`src/rtl/lvds_train_pkg.sv`:
```
// Purpose: shared state encoding, protocol bytes and pattern helpers for the LVDS trainer.
// Latency: n/a (types, constants and pure functions only).
// Backpressure: n/a.
package lvds_train_pkg;

  typedef enum logic [3:0] {
    ST_IDLE  = 4'd0,
    ST_INIT  = 4'd1,
    ST_START = 4'd2,
    ST_WAIT  = 4'd3,
    ST_STEP1 = 4'd4,
    ST_STEP2 = 4'd5,
    ST_STEP3 = 4'd6,
    ST_END   = 4'd7,
    ST_DONE  = 4'd8,
    ST_ERROR = 4'd9
  } state_e;

  // Bytes the master sends.
  localparam logic [7:0] TX_START = 8'h54;
  localparam logic [7:0] TX_REP1  = 8'h55;
  localparam logic [7:0] TX_REP2  = 8'h56;
  localparam logic [7:0] TX_REP3  = 8'h57;

  // Acks the slave returns.
  localparam logic [7:0] RX_ACK0 = 8'h58;
  localparam logic [7:0] RX_ACK1 = 8'h59;
  localparam logic [7:0] RX_ACK2 = 8'h5A;
  localparam logic [7:0] RX_ACK3 = 8'h5B;

  localparam logic [7:0] PAT_STEP1 = 8'h55;
  localparam logic [7:0] PAT_STEP2 = 8'h82;
  localparam logic [7:0] PAT_ROT0  = 8'h55;
  localparam logic [7:0] PAT_ROT1  = 8'hAA;
  localparam logic [7:0] PAT_ROT2  = 8'h99;
  localparam logic [7:0] PAT_ROT3  = 8'h66;

  // Ack byte that advances the given state; 0 means the state takes no ack.
  function automatic logic [7:0] ack_code(state_e st);
    case (st)
      ST_WAIT:  ack_code = RX_ACK0;
      ST_STEP1: ack_code = RX_ACK1;
      ST_STEP2: ack_code = RX_ACK2;
      ST_STEP3: ack_code = RX_ACK3;
      default:  ack_code = 8'h00;
    endcase
  endfunction

  // State reached when the expected ack arrives.
  function automatic state_e ack_next(state_e st);
    case (st)
      ST_WAIT:  ack_next = ST_STEP1;
      ST_STEP1: ack_next = ST_STEP2;
      ST_STEP2: ack_next = ST_STEP3;
      ST_STEP3: ack_next = ST_END;
      default:  ack_next = ST_IDLE;
    endcase
  endfunction

  // Byte queued when a state is entered; 0 means nothing is sent.
  function automatic logic [7:0] entry_tx(state_e st);
    case (st)
      ST_START: entry_tx = TX_START;
      ST_STEP1: entry_tx = TX_REP1;
      ST_STEP2: entry_tx = TX_REP2;
      ST_STEP3: entry_tx = TX_REP3;
      default:  entry_tx = 8'h00;
    endcase
  endfunction

  function automatic logic [7:0] pat_rot(logic [1:0] idx);
    case (idx)
      2'd0:    pat_rot = PAT_ROT0;
      2'd1:    pat_rot = PAT_ROT1;
      2'd2:    pat_rot = PAT_ROT2;
      default: pat_rot = PAT_ROT3;
    endcase
  endfunction

endpackage

```
`src/rtl/lvds_train_tick.sv`:
```
// Purpose: base-tick prescaler plus long-period counter for the LVDS trainer.
// Latency: tick_o every P_TICK+1 cycles while running; period_o on every P_PERIOD_TICKS-th tick.
// Backpressure: none; free-running while run_i=1.
// Ports: clk_i/rst_i (sync, active-high); run_i=0 holds both counters at their load values;
//        reload_i reloads the period counter only; tick_o/period_o are single-cycle strobes.
module lvds_train_tick #(
  parameter logic [19:0] P_TICK         = 20'hF4240,
  parameter int unsigned P_PERIOD_TICKS = 40
) (
  input  logic clk_i,
  input  logic rst_i,
  input  logic run_i,
  input  logic reload_i,
  output logic tick_o,
  output logic period_o
);

  localparam logic [15:0] PER_LOAD = 16'(P_PERIOD_TICKS);

  logic [19:0] tick_q;
  logic [15:0] per_q;

  assign tick_o   = run_i && (tick_q == 20'd0);
  // Boundary is the tick that would take the counter from 1 to 0.
  assign period_o = tick_o && (per_q == 16'd1);

  always_ff @(posedge clk_i) begin
    if (rst_i || !run_i) begin
      tick_q <= P_TICK;
      per_q  <= PER_LOAD;
    end else begin
      tick_q <= tick_o ? P_TICK : tick_q - 20'd1;
      if (reload_i) begin
        per_q <= PER_LOAD;
      end else if (tick_o) begin
        per_q <= (per_q == 16'd1) ? PER_LOAD : per_q - 16'd1;
      end
    end
  end

endmodule

```
`src/rtl/lvds_train_master.sv`:
```
// Purpose: LVDS link-training master: START/STEP1-3 handshake over UART bytes, training patterns out.
// Latency: reply byte 2 cycles after its ack at the earliest; TRAIN_DAT lags TRAIN_STATE by 1 cycle.
// Backpressure: one-entry TX holding register drains only while tx_rdy_i=1; newer request overwrites.
// Ports: clk_i, rst_i (sync, active-high); tx_rdy_i/tx_en_o/tx_dat_o UART TX; rx_en_i/rx_dat_i UART RX;
//        retrain_i restart from DONE/ERROR; train_dat_o pattern; train_done_o/train_err_o sticky flags;
//        train_state_o FSM encoding; retry_cnt_o step timeouts since IDLE.
module lvds_train_master
  import lvds_train_pkg::*;
#(
  parameter logic [19:0] P_TICK         = 20'hF4240,
  parameter int unsigned P_PERIOD_TICKS = 40,
  parameter int unsigned P_ACK_TICKS    = 40,
  parameter int unsigned P_RETRY_MAX    = 8,
  parameter int unsigned P_PAT_NUM      = 4,
  parameter int unsigned C_DATA_WIDTH   = 59
) (
  input  logic                      clk_i,
  input  logic                      rst_i,
  input  logic                      tx_rdy_i,
  output logic                      tx_en_o,
  output logic [7:0]                tx_dat_o,
  input  logic                      rx_en_i,
  input  logic [7:0]                rx_dat_i,
  input  logic                      retrain_i,
  output logic [8*C_DATA_WIDTH-1:0] train_dat_o,
  output logic                      train_done_o,
  output logic                      train_err_o,
  output logic [3:0]                train_state_o,
  output logic [7:0]                retry_cnt_o
);

  localparam logic [15:0] ACK_LOAD  = 16'(P_ACK_TICKS);
  localparam logic [7:0]  RETRY_MAX = 8'(P_RETRY_MAX);
  localparam logic [1:0]  PAT_LAST  = 2'(P_PAT_NUM - 1);

  state_e                    state_q;
  logic [7:0]                retry_q;
  logic [15:0]               ack_q;
  logic                      tx_req_q;
  logic [7:0]                tx_req_dat_q;
  logic                      pend_q;
  logic [7:0]                hold_q;
  logic [1:0]                pat_idx_q;
  logic [8*C_DATA_WIDTH-1:0] train_dat_q;
  logic                      done_q;
  logic                      err_q;

  logic tick;
  logic period_end;
  logic ack_hit;
  logic step_timeout;

  lvds_train_tick #(
    .P_TICK         (P_TICK),
    .P_PERIOD_TICKS (P_PERIOD_TICKS)
  ) u_tick (
    .clk_i    (clk_i),
    .rst_i    (rst_i),
    .run_i    (state_q != ST_IDLE),
    .reload_i (state_q == ST_STEP3),
    .tick_o   (tick),
    .period_o (period_end)
  );

  assign ack_hit      = rx_en_i && (ack_code(state_q) != 8'h00) && (rx_dat_i == ack_code(state_q));
  assign step_timeout = tick && (ack_q == 16'd1);

  // Drain is combinational on tx_rdy_i so a byte leaves in the same cycle the UART offers space.
  assign tx_en_o  = pend_q && tx_rdy_i;
  assign tx_dat_o = tx_en_o ? hold_q : 8'h00;

  assign train_dat_o   = train_dat_q;
  assign train_done_o  = done_q;
  assign train_err_o   = err_q;
  assign train_state_o = state_q;
  assign retry_cnt_o   = retry_q;

  always_ff @(posedge clk_i) begin
    if (rst_i) begin
      state_q      <= ST_IDLE;
      retry_q      <= 8'd0;
      ack_q        <= ACK_LOAD;
      tx_req_q     <= 1'b0;
      tx_req_dat_q <= 8'h00;
      pend_q       <= 1'b0;
      hold_q       <= 8'h00;
      pat_idx_q    <= 2'd0;
      train_dat_q  <= '0;
      done_q       <= 1'b0;
      err_q        <= 1'b0;
    end else begin
      tx_req_q <= 1'b0;
      if (tick && ack_q != 16'd0) begin
        ack_q <= ack_q - 16'd1;
      end

      // Transitions raise tx_req_q; the byte is queued a cycle later so it is
      // issued from the state it belongs to.
      case (state_q)
        ST_IDLE: begin
          retry_q <= 8'd0;
          state_q <= ST_INIT;
        end
        ST_INIT: begin
          if (period_end) begin
            state_q      <= ST_START;
            tx_req_q     <= 1'b1;
            tx_req_dat_q <= TX_START;
          end
        end
        ST_START: state_q <= ST_WAIT;
        ST_WAIT, ST_STEP1, ST_STEP2, ST_STEP3: begin
          // Ack has priority over both the WAIT resend and a step timeout.
          if (ack_hit) begin
            state_q      <= ack_next(state_q);
            tx_req_q     <= (entry_tx(ack_next(state_q)) != 8'h00);
            tx_req_dat_q <= entry_tx(ack_next(state_q));
            ack_q        <= ACK_LOAD;
          end else if (state_q == ST_WAIT) begin
            if (period_end) begin
              state_q      <= ST_START;
              tx_req_q     <= 1'b1;
              tx_req_dat_q <= TX_START;
            end
          end else if (step_timeout) begin
            if (retry_q < RETRY_MAX) begin
              retry_q      <= retry_q + 8'd1;
              state_q      <= ST_START;
              tx_req_q     <= 1'b1;
              tx_req_dat_q <= TX_START;
            end else begin
              state_q <= ST_ERROR;
            end
          end
        end
        ST_END: begin
          if (period_end) begin
            state_q <= ST_DONE;
          end
        end
        ST_DONE, ST_ERROR: begin
          if (retrain_i) begin
            state_q <= ST_IDLE;
          end
        end
        default: state_q <= ST_IDLE;
      endcase

      // A request arriving with a drain keeps the new byte pending.
      if (tx_req_q) begin
        pend_q <= 1'b1;
        hold_q <= tx_req_dat_q;
      end else if (tx_en_o) begin
        pend_q <= 1'b0;
      end

      // Flags drop in the same edge that accepts RETRAIN.
      done_q <= (state_q == ST_DONE) && !retrain_i;
      err_q  <= (state_q == ST_ERROR) && !retrain_i;

      case (state_q)
        ST_STEP1: train_dat_q <= {C_DATA_WIDTH{PAT_STEP1}};
        ST_STEP2: train_dat_q <= {C_DATA_WIDTH{PAT_STEP2}};
        ST_STEP3: train_dat_q <= {C_DATA_WIDTH{pat_rot(pat_idx_q)}};
        default:  train_dat_q <= '0;
      endcase
      // Index is 0 on the first STEP3 cycle and wraps after PAT_LAST.
      if (state_q != ST_STEP3 || pat_idx_q == PAT_LAST) begin
        pat_idx_q <= 2'd0;
      end else begin
        pat_idx_q <= pat_idx_q + 2'd1;
      end
    end
  end

endmodule

```
`config.mk`:
```
export PLATFORM = sky130hd
export DESIGN_NAME = lvds_train_master
export DESIGN_NICKNAME = d
export VERILOG_FILES = /design/src/rtl/lvds_train_pkg.sv /design/src/rtl/lvds_train_tick.sv /design/src/rtl/lvds_train_master.sv
export SDC_FILE = /design/constraint.sdc
export NUM_CORES = 1
export LEC_CHECK = 0
export BUFFER_PORTS_ARGS = -buffer_cell sky130_fd_sc_hd__buf_2
export CAP_MARGIN = 20
export CORE_AREA = 2 2 198 200
export DETAILED_ROUTE_END_ITERATION = 6
export DIE_AREA = 0 0 200 202
export PLACE_DENSITY_LB_ADDON = 0.08
export RECOVER_POWER = 100
export SLEW_MARGIN = 20
export SYNTH_ARGS = -nofsm -noshare
export SYNTH_HDL_FRONTEND = slang
export SYNTH_SLANG_ARGS = --single-unit
```
`constraint.sdc`:
```
create_clock -name clk_i -period 4.6 [get_ports clk_i]
set_input_delay 0.92 -clock clk_i [delete_from_list [all_inputs] [get_ports clk_i]]
set_output_delay 0.92 -clock clk_i [all_outputs]
set_load 0.1 [all_outputs]
```
* After elaboration in Yosys (flattened, before gate mapping)
Index checks and enable logic that the tools add are counted.
Storage, ports and cells: ROM bits 0, word-level logic and storage cells 121, bits of input ports 13, register bits 558, memories 0, bits in writable memories 0, bits in latches 0
Operators by class: muxes and demuxes 43, eq/ne operators 28, shift-type cells 0, bitwise operators 0, $lt $le $gt $ge 1, divide/modulo/power cells 0, $mul 0, $add $sub $neg 5, reduce and logical (&&, ||, !) cells 31
Operator list (number):
- 472-bit one-hot mux with 3 select lines | 1
- 8-bit two-way mux | 13
- 16-bit two-way mux | 4
- 7-bit one-hot mux with 4 select lines | 2
- 4-bit two-way mux | 10
- 16-bit by 1-bit == test with 1-bit output (second input constant) | 2
- 8-bit one-hot mux with 2 select lines | 2
- 16-bit by 1-bit subtractor with 16-bit output (second input constant) | 2
- 4-bit by 3-bit == test with 1-bit output (second input constant) | 7
- 4-bit one-hot mux with 6 select lines | 1
- 8-bit one-hot mux with 3 select lines | 1
- 20-bit logical NOT | 1
- 20-bit by 1-bit subtractor with 20-bit output (second input constant) | 1
- 16-bit nonzero test | 1
- 8-bit nonzero test | 2
- 4-bit by 2-bit == test with 1-bit output (second input constant) | 3
- 2-bit inequality test (second input constant) | 6
- 3-bit one-hot mux with 4 select lines | 1
- 1-bit logical AND | 9
- 8-bit by 1-bit adder with 8-bit output (second input constant) | 1
- 4-bit == test (second input constant) | 2
- 8-bit == test | 1
- 8-bit by 4-bit less-than comparator with 1-bit output (second input constant) | 1
- 4-bit inequality test (second input constant) | 2
- 17 further kinds | 32

* Logic depth before layout (Yosys ltp)
Gate-level depths: netlist of run 1.
depth in word-level cells 16, mapped depth 10

* Modules after synthesis
Synthesis of run 1 repeated with hierarchy kept, for this count alone.
Unflattened totals: cells, all modules 984, area, all modules 8025.2 µm²
Modules (own cells, without submodules):
- lvds_train_master | times used 1, cells an instance 787, area each 6288.5 µm²
- lvds_train_tick | times used 1, cells an instance 197, area each 1736.7 µm²

* Least setup slack after synthesis of run 1
Ideal clock, no wire load.
kind register -> output, from reg, netlist name train_dat_o[468], to out train_dat_o[100], path buffers 1, slack 0.240 ns, arrival time 3.440 ns, stages on the path, launching flop included 2, cell sequence dfxtp_1 buf_4
RTL lines:
- end: declaration | line lvds_train_master.sv:25 | output logic [8*C_DATA_WIDTH-1:0] train_dat_o,

==> results.cfg, run 1 <==
[global_route]
grt_pass1_vias = 4522
antenna_found_initial = 1
grt_pass1_wl_um = 28700
overflow = 0
track_usage_pct = 9.17
grt_max_degree = 99

[synth]
ys_types = 64
syn-cell-area_um2 = 7920
netlist_instances = 977
syn_nets = 1001
synthFlopType = dfxtp_1
ys_seq_area_share_pct = 23.3
ys_seq_elements = 92
yosysWarnings = 0
synth_edf_count = 0
synthArstFlopShare_pct = 0
syn_avg_cell_area_um2 = 8.11

[outcome]
violations = capacitance limit, slew limit
status = finished with violations

[worst_setup_path]
critical_path_buf_inv_count = 1
cp-end-kind = primary output
cpPeakStageDelay_ps = 1330
start_kind = flip-flop
crit_chain = clkbuf_1
worstPathArrival_ps = 2640
critPathMaxFanout = 59
path_delay_family = flip-flops
worstSetupPathType = reg -> out
crit_slowest_cell = dfxtp_1
cp.required_ps = 3680

[clock_network]
cts.path.max_buffers = 2
clk_latency_ps = 360
cts_tree = done
htree_levels = 3
cts.clk_slew.worst_paths_ps = 70
cts.sinks = 92
root_buffer = clkbuf_16
cts_setup_buffers = 0
ctsHoldBuffers = 0
numCtsBuffers = 9
cts_resized = 0

[sta]
finalMaxSlewViolations = 91
fin_skew_ps = 9.10
final.setup.tns_ps = 0
rsz0062_at_grt = no
setup_slack_ps = 1040
fin_crit_sh_pct = 77.4
holdWs_ps = 457
tightestPinTransition_ps = 1600
slew_headroom_pct = -6.62
setup_violations = 0
fmax_mhz = 281
fin_crit_ps = 3560
hold_viol_final = 0

[routing]
firstDrtPassIters = 4
postRouteAntennaNets = 0
first_iter_violations = 185
viasPerCell = 3.63
post-route-drc-count = 0
wl_per_cell_um = 13.3
vias = 5589
wl_um = 20400

[pwr]
leakagePower_uw = 0.00271
ir_worst_vdd_uv = 153
power_density_nw_per_um2 = 224
power_uw = 1650

[floorplan]
core_um2 = 38300
initial_core_util_pct = 20.7
die_h_um = 202
die_w_um = 200
rows = 72
die-area_um2 = 40400
ios = 508

[cells_and_area]
fin_area_um2 = 7350
final_common_cell = clkbuf_1
fill_cells = 4554
final_cell_mix = clkbuf_1 (409), buf_2 (100), dfxtp_1 (90)
num-nets-final = 1041
antennaDiodeCount = 0
drive_gt1_share_pct = 13.8
area_growth_pct = -7.16

[flow_run]
maxCapViolCount = 2

[placed_design]
port_buffers = 507
placed_area_um2 = 7580
dp_worst_setup_slack_ps = 1580
hpwl_um = 15400
place_congestion = 0.745

[min_path]
hp-class = reg -> reg
## layer usage
layer	vias up	global-route usage [%]	routed length (um)	share of wire (%)
met3	22	1.84	1180	5.8
met4	2	2.75	298	1.5
met5	-	0	10	0.049
met2	203	16.5	10600	52
li1	2835	-	-	-
met1	2527	10.8	8370	41
## final cells by class
| cell class | instances | area (um^2) | area share, % |
|---|---|---|---|
| Sequential cell | 92 | 1850 | 25.1 |
| Timing Repair Buffer | 516 | 2090 | 28.4 |
| Multi-Input combinational cell | 379 | 2400 | 32.7 |
| Clock buffer | 9 | 225 | 3.06 |
| Clock inverter | 7 | 73.8 | 1.00 |
| Tap cell | 518 | 648 | 8.81 |
| Inverter | 19 | 71.3 | 0.970 |
## sequential cells by signal, indices dropped and copies added (netlist names), 2 cells and up
name           count
retry_cnt_o        8
u_tick.per_q      16
ack_q             16
u_tick.tick_q     20
train_dat_o        6
train_state_o      4
tx_req_dat_q       8
pat_idx_q          2
hold_q             8
## Yosys cell counts (4+ instances only)
cell        n  share of area, %
nand4b_1    4              0.44
a21oi_1    23               1.5
or3_1      13               1.0
nand2b_1    8              0.63
o31ai_1     4              0.38
nor3b_1     4              0.38
xnor2_1    19               2.1
nand3_1    19               1.2
buf_4     467                44
nor2_1     67               3.2
or2_2       6              0.47
ha_1       11               1.7
dfxtp_1    92                23
buf_2       5              0.32
nand2_1    29               1.4
mux2i_1     8               1.0
clkbuf_1   14              0.66
xor2_1     20               2.2
nor4_1     14               1.1
inv_1      19              0.90
and2_1     10              0.79
or4_1      10              0.95
nor3_1     24               1.5
o21ai_0    16               1.0
and3_1     12              0.95
## final timing paths
| kind | start | end | slack (ps) | depth (start not counted) |
|---|---|---|---|---|
| hold / removal | tx_req_dat_q[4] | tx_req_dat_q[4] | 460 | 2 |
| setup / recovery | train_dat_o[469] | train_dat_o[29] | 1040 | 1 |
| setup reg to reg | train_state_o[3] | u_tick.per_q[12] | 1060 | 7 |
| hold reg to reg | tx_req_dat_q[4] | tx_req_dat_q[4] | 460 | 2 |
## metrics by stage
stage	cells	utilization [%]
4_1_cts	1540	20.6
2_1_floorplan	977	-
5_1_grt	1540	19.2
6_report	1540	19.2
3_3_place_gp	1524	19.8
3_5_place_dp	1524	19.8
## kinds of logic (layout without fill, tap and decap cells)
family,Yosys count,count (layout),synth area share [%]
flip-flops,92,92,23.3
adder cells (fa/ha/maj),11,11,1.74
AND/OR/NAND/NOR,243,243,16.8
buffers and inverters,506,551,46.3
multiplexers,8,8,1.01
AO/OA/AOI/OAI,78,78,6.65
XOR/XNOR,39,39,4.31
## tightest hold or removal path, delay by kind of cell (launching register included)
family	cells	cell delay (ps)
compound gates	1	50
flops	1	310
buf+inv	1	50
## power by group
group | switching (uW) | internal, uW
sequential | 5.77 | 801
clock | 349 | 425
combinational | 46.4 | 23.4
total | 401 | 1250
(Power assumes the default switching activity.)
==> run 2: changes to the inputs <==
ABC_AREA = 1   (was not set)
CORE_AREA = 2 2 196 198   (was 2 2 198 200)
DIE_AREA = 0 0 198 200   (was 0 0 200 202)
clock period = 3.6 ns   (was 4.6 ns; I/O delays follow)
==> run 2 against run 1 <==
Against the previous run: the flow now finishes without violations; utilization is 1.2 points higher; non-clock buffer count is 3 lower; area after synthesis rose by 4.1%; cell count increased by 10%; routed wire length rose by 6.1%; clock power rose by 28%; die area is 2.0% lower; worst setup slack got worse by 610 ps; flip-flop and latch count unchanged; critical path depth grew 1.
==> results.cfg, run 2 <==
[global_route]
grt_pass1_wl_um = 30300
grt_pass1_vias = 5061
overflow = 0
grt_max_degree = 65
antenna_found_initial = 3
track_usage_pct = 9.86

[routing]
firstDrtPassIters = 4
wl_um = 21700
first_iter_violations = 244
postRouteAntennaNets = 0
vias = 6110
viasPerCell = 3.60
post-route-drc-count = 0
wl_per_cell_um = 12.8

[worst_setup_path]
crit_path_end = train_dat_o[72]
startpoint = train_dat_o[468]
critPathMaxFanout = 60
worstReg2RegEnd = ack_q[5]
worstPathArrival_ps = 2450
worstRegToRegCells = 11
reg2reg_from = train_state_o[1]
cp-end-kind = primary output
cp.required_ps = 2880
regToRegSetupSlack_ps = 790
start_kind = flip-flop
worstSetupPathType = reg -> out

[clock_network]
cts_tree = done
cts.sinks = 92
cts_setup_buffers = 0
cts_resized = 0
cts.path.max_buffers = 2
cts.clk_slew.worst_paths_ps = 80
htree_levels = 3
numCtsBuffers = 9
ctsHoldBuffers = 0
root_buffer = clkbuf_16
clk_latency_ps = 360

[flow_run]
maxCapViolCount = 0

[cells_and_area]
antennaDiodeCount = 0
fin_cells = 1697
reg.largest.list = u_tick.tick_q (20), ack_q (16), u_tick.per_q (16)
largest_reg_flops = 20
final_common_cell = clkbuf_1
utilization_pct = 20.4
final_cell_mix = clkbuf_1 (384), nand2_1 (123), nor2_1 (116)
largest_register = u_tick.tick_q
area_growth_pct = -7.23
drive_gt1_share_pct = 15.6
num-nets-final = 1205

[sta]
tightestPinTransition_ps = 1330
slew_headroom_pct = 11.3
rsz0062_at_grt = no
final.setup.tns_ps = 0
finalMaxSlewViolations = 0
fin_skew_ps = 12.0
fin_crit_sh_pct = 88.0
setup_violations = 0
fmax_mhz = 316
fin_crit_ps = 3170
setup_slack_ps = 433
hold_viol_final = 0

[floorplan]
initial_core_util_pct = 22.0
die_h_um = 200
die_w_um = 198
core_um2 = 37400
rows = 71
die-area_um2 = 39600
ios = 508

[synth]
synthFlopType = dfxtp_1
yosysMostFrequentCell = buf_4
syn_nets = 1157
ys_top_cells_by_count = buf_4 (467), nand2_1 (121), nor2_1 (106)
ys_types = 42
ys_seq_elements = 92
synth.top_cell.area_share_pct = 42.5
ys_seq_area_share_pct = 22.3
yosysWarnings = 0
synthArstFlopShare_pct = 0
synth_area_leader_cell = buf_4
syn-cell-area_um2 = 8240
syn_avg_cell_area_um2 = 7.28
synth_edf_count = 0
netlist_instances = 1133
synthTopCellsByArea = buf_4 (43%), dfxtp_1 (22%), nand2_1 (5.5%), nor2_1 (4.8%), a21oi_1 (3.5%)

[pwr]
power_uw = 2120
seq_power_share_pct = 48.7
power_density_nw_per_um2 = 277
clock_power_share_pct = 46.6
ir_worst_vdd_uv = 162
p_sw_share_pct = 27.0
combinationalPowerShare_pct = 4.7
power.internal_uw = 1550
switching_power_uw = 571
leakagePower_uw = 0.00321

[min_path]
hp-class = reg -> reg

[outcome]
status = finished, final reports clean

[placed_design]
dp.cells = 1681
dp_worst_setup_slack_ps = 1130
hpwl_um = 16900
port_buffers = 507
place_congestion = 0.699
==> run 2: worst max-delay path, cell delays in order (launching register included) <==
cell      delay [ps]
dfxtp_2          890
buf_12           300
clkbuf_1         890
==> run 2: cell type report <==
class	count	area, um^2
Clock buffer	9	225
Inverter	86	324
Fill cell	4517	29800
Tap cell	511	639
Clock inverter	7	76.3
Sequential cell	92	1850
Timing Repair Buffer	513	2110
Multi-Input combinational cell	479	2420
==> run 2: cells by family after synthesis <==
logic type               count (synthesis)  share of synthesized area (%)
XOR/XNOR                                14                           1.49
buffers and inverters                  562                           47.1
flip-flops                              92                           22.3
adder cells (fa/ha/maj)                 11                           1.67
AO/OA/AOI/OAI                          103                           6.95
AND/OR/NAND/NOR                        351                           20.5
==> run 2: layer usage <==
metal | part of all wire [%] | global-route usage (%) | vias to the layer above
li1 | - | - | 3191
met5 | 0.17 | 0 | -
met4 | 0.65 | 2.06 | 6
met2 | 52 | 18.0 | 180
met1 | 43 | 11.9 | 2719
met3 | 5.0 | 2.13 | 14
==> run 2: how the worst min path moves through the flow <==
stage               startpoint         endpoint  slack [ps]  cells after the start
3_5_place_dp   tx_req_dat_q[7]  tx_req_dat_q[7]         430                      2
6_report       tx_req_dat_q[7]  tx_req_dat_q[7]         440                      2
3_3_place_gp   tx_req_dat_q[3]  tx_req_dat_q[3]         430                      2
4_1_cts        tx_req_dat_q[7]  tx_req_dat_q[7]         440                      2
2_1_floorplan  tx_req_dat_q[3]  tx_req_dat_q[3]         420                      2
5_1_grt        tx_req_dat_q[3]  tx_req_dat_q[3]         460                      2
==> run 2: through the flow <==
step	instance area, um^2	hold slack, ps
final	7650	443
after global routing	7650	460
after CTS	8230	444
after detailed placement	7920	431
after global placement	7920	426
after floorplan	8250	416
==> run 2: power by group through the flow <==
stage / Sequential (uW) / Clock (uW) / Combinational, uW
global placement: 1060 / 0 / 108
floorplan: 1060 / 0 / 69.0
finish: 1030 / 987 / 98.7
global route: 1030 / 1070 / 114
CTS: 1030 / 1040 / 107
detailed placement: 1050 / 0 / 107
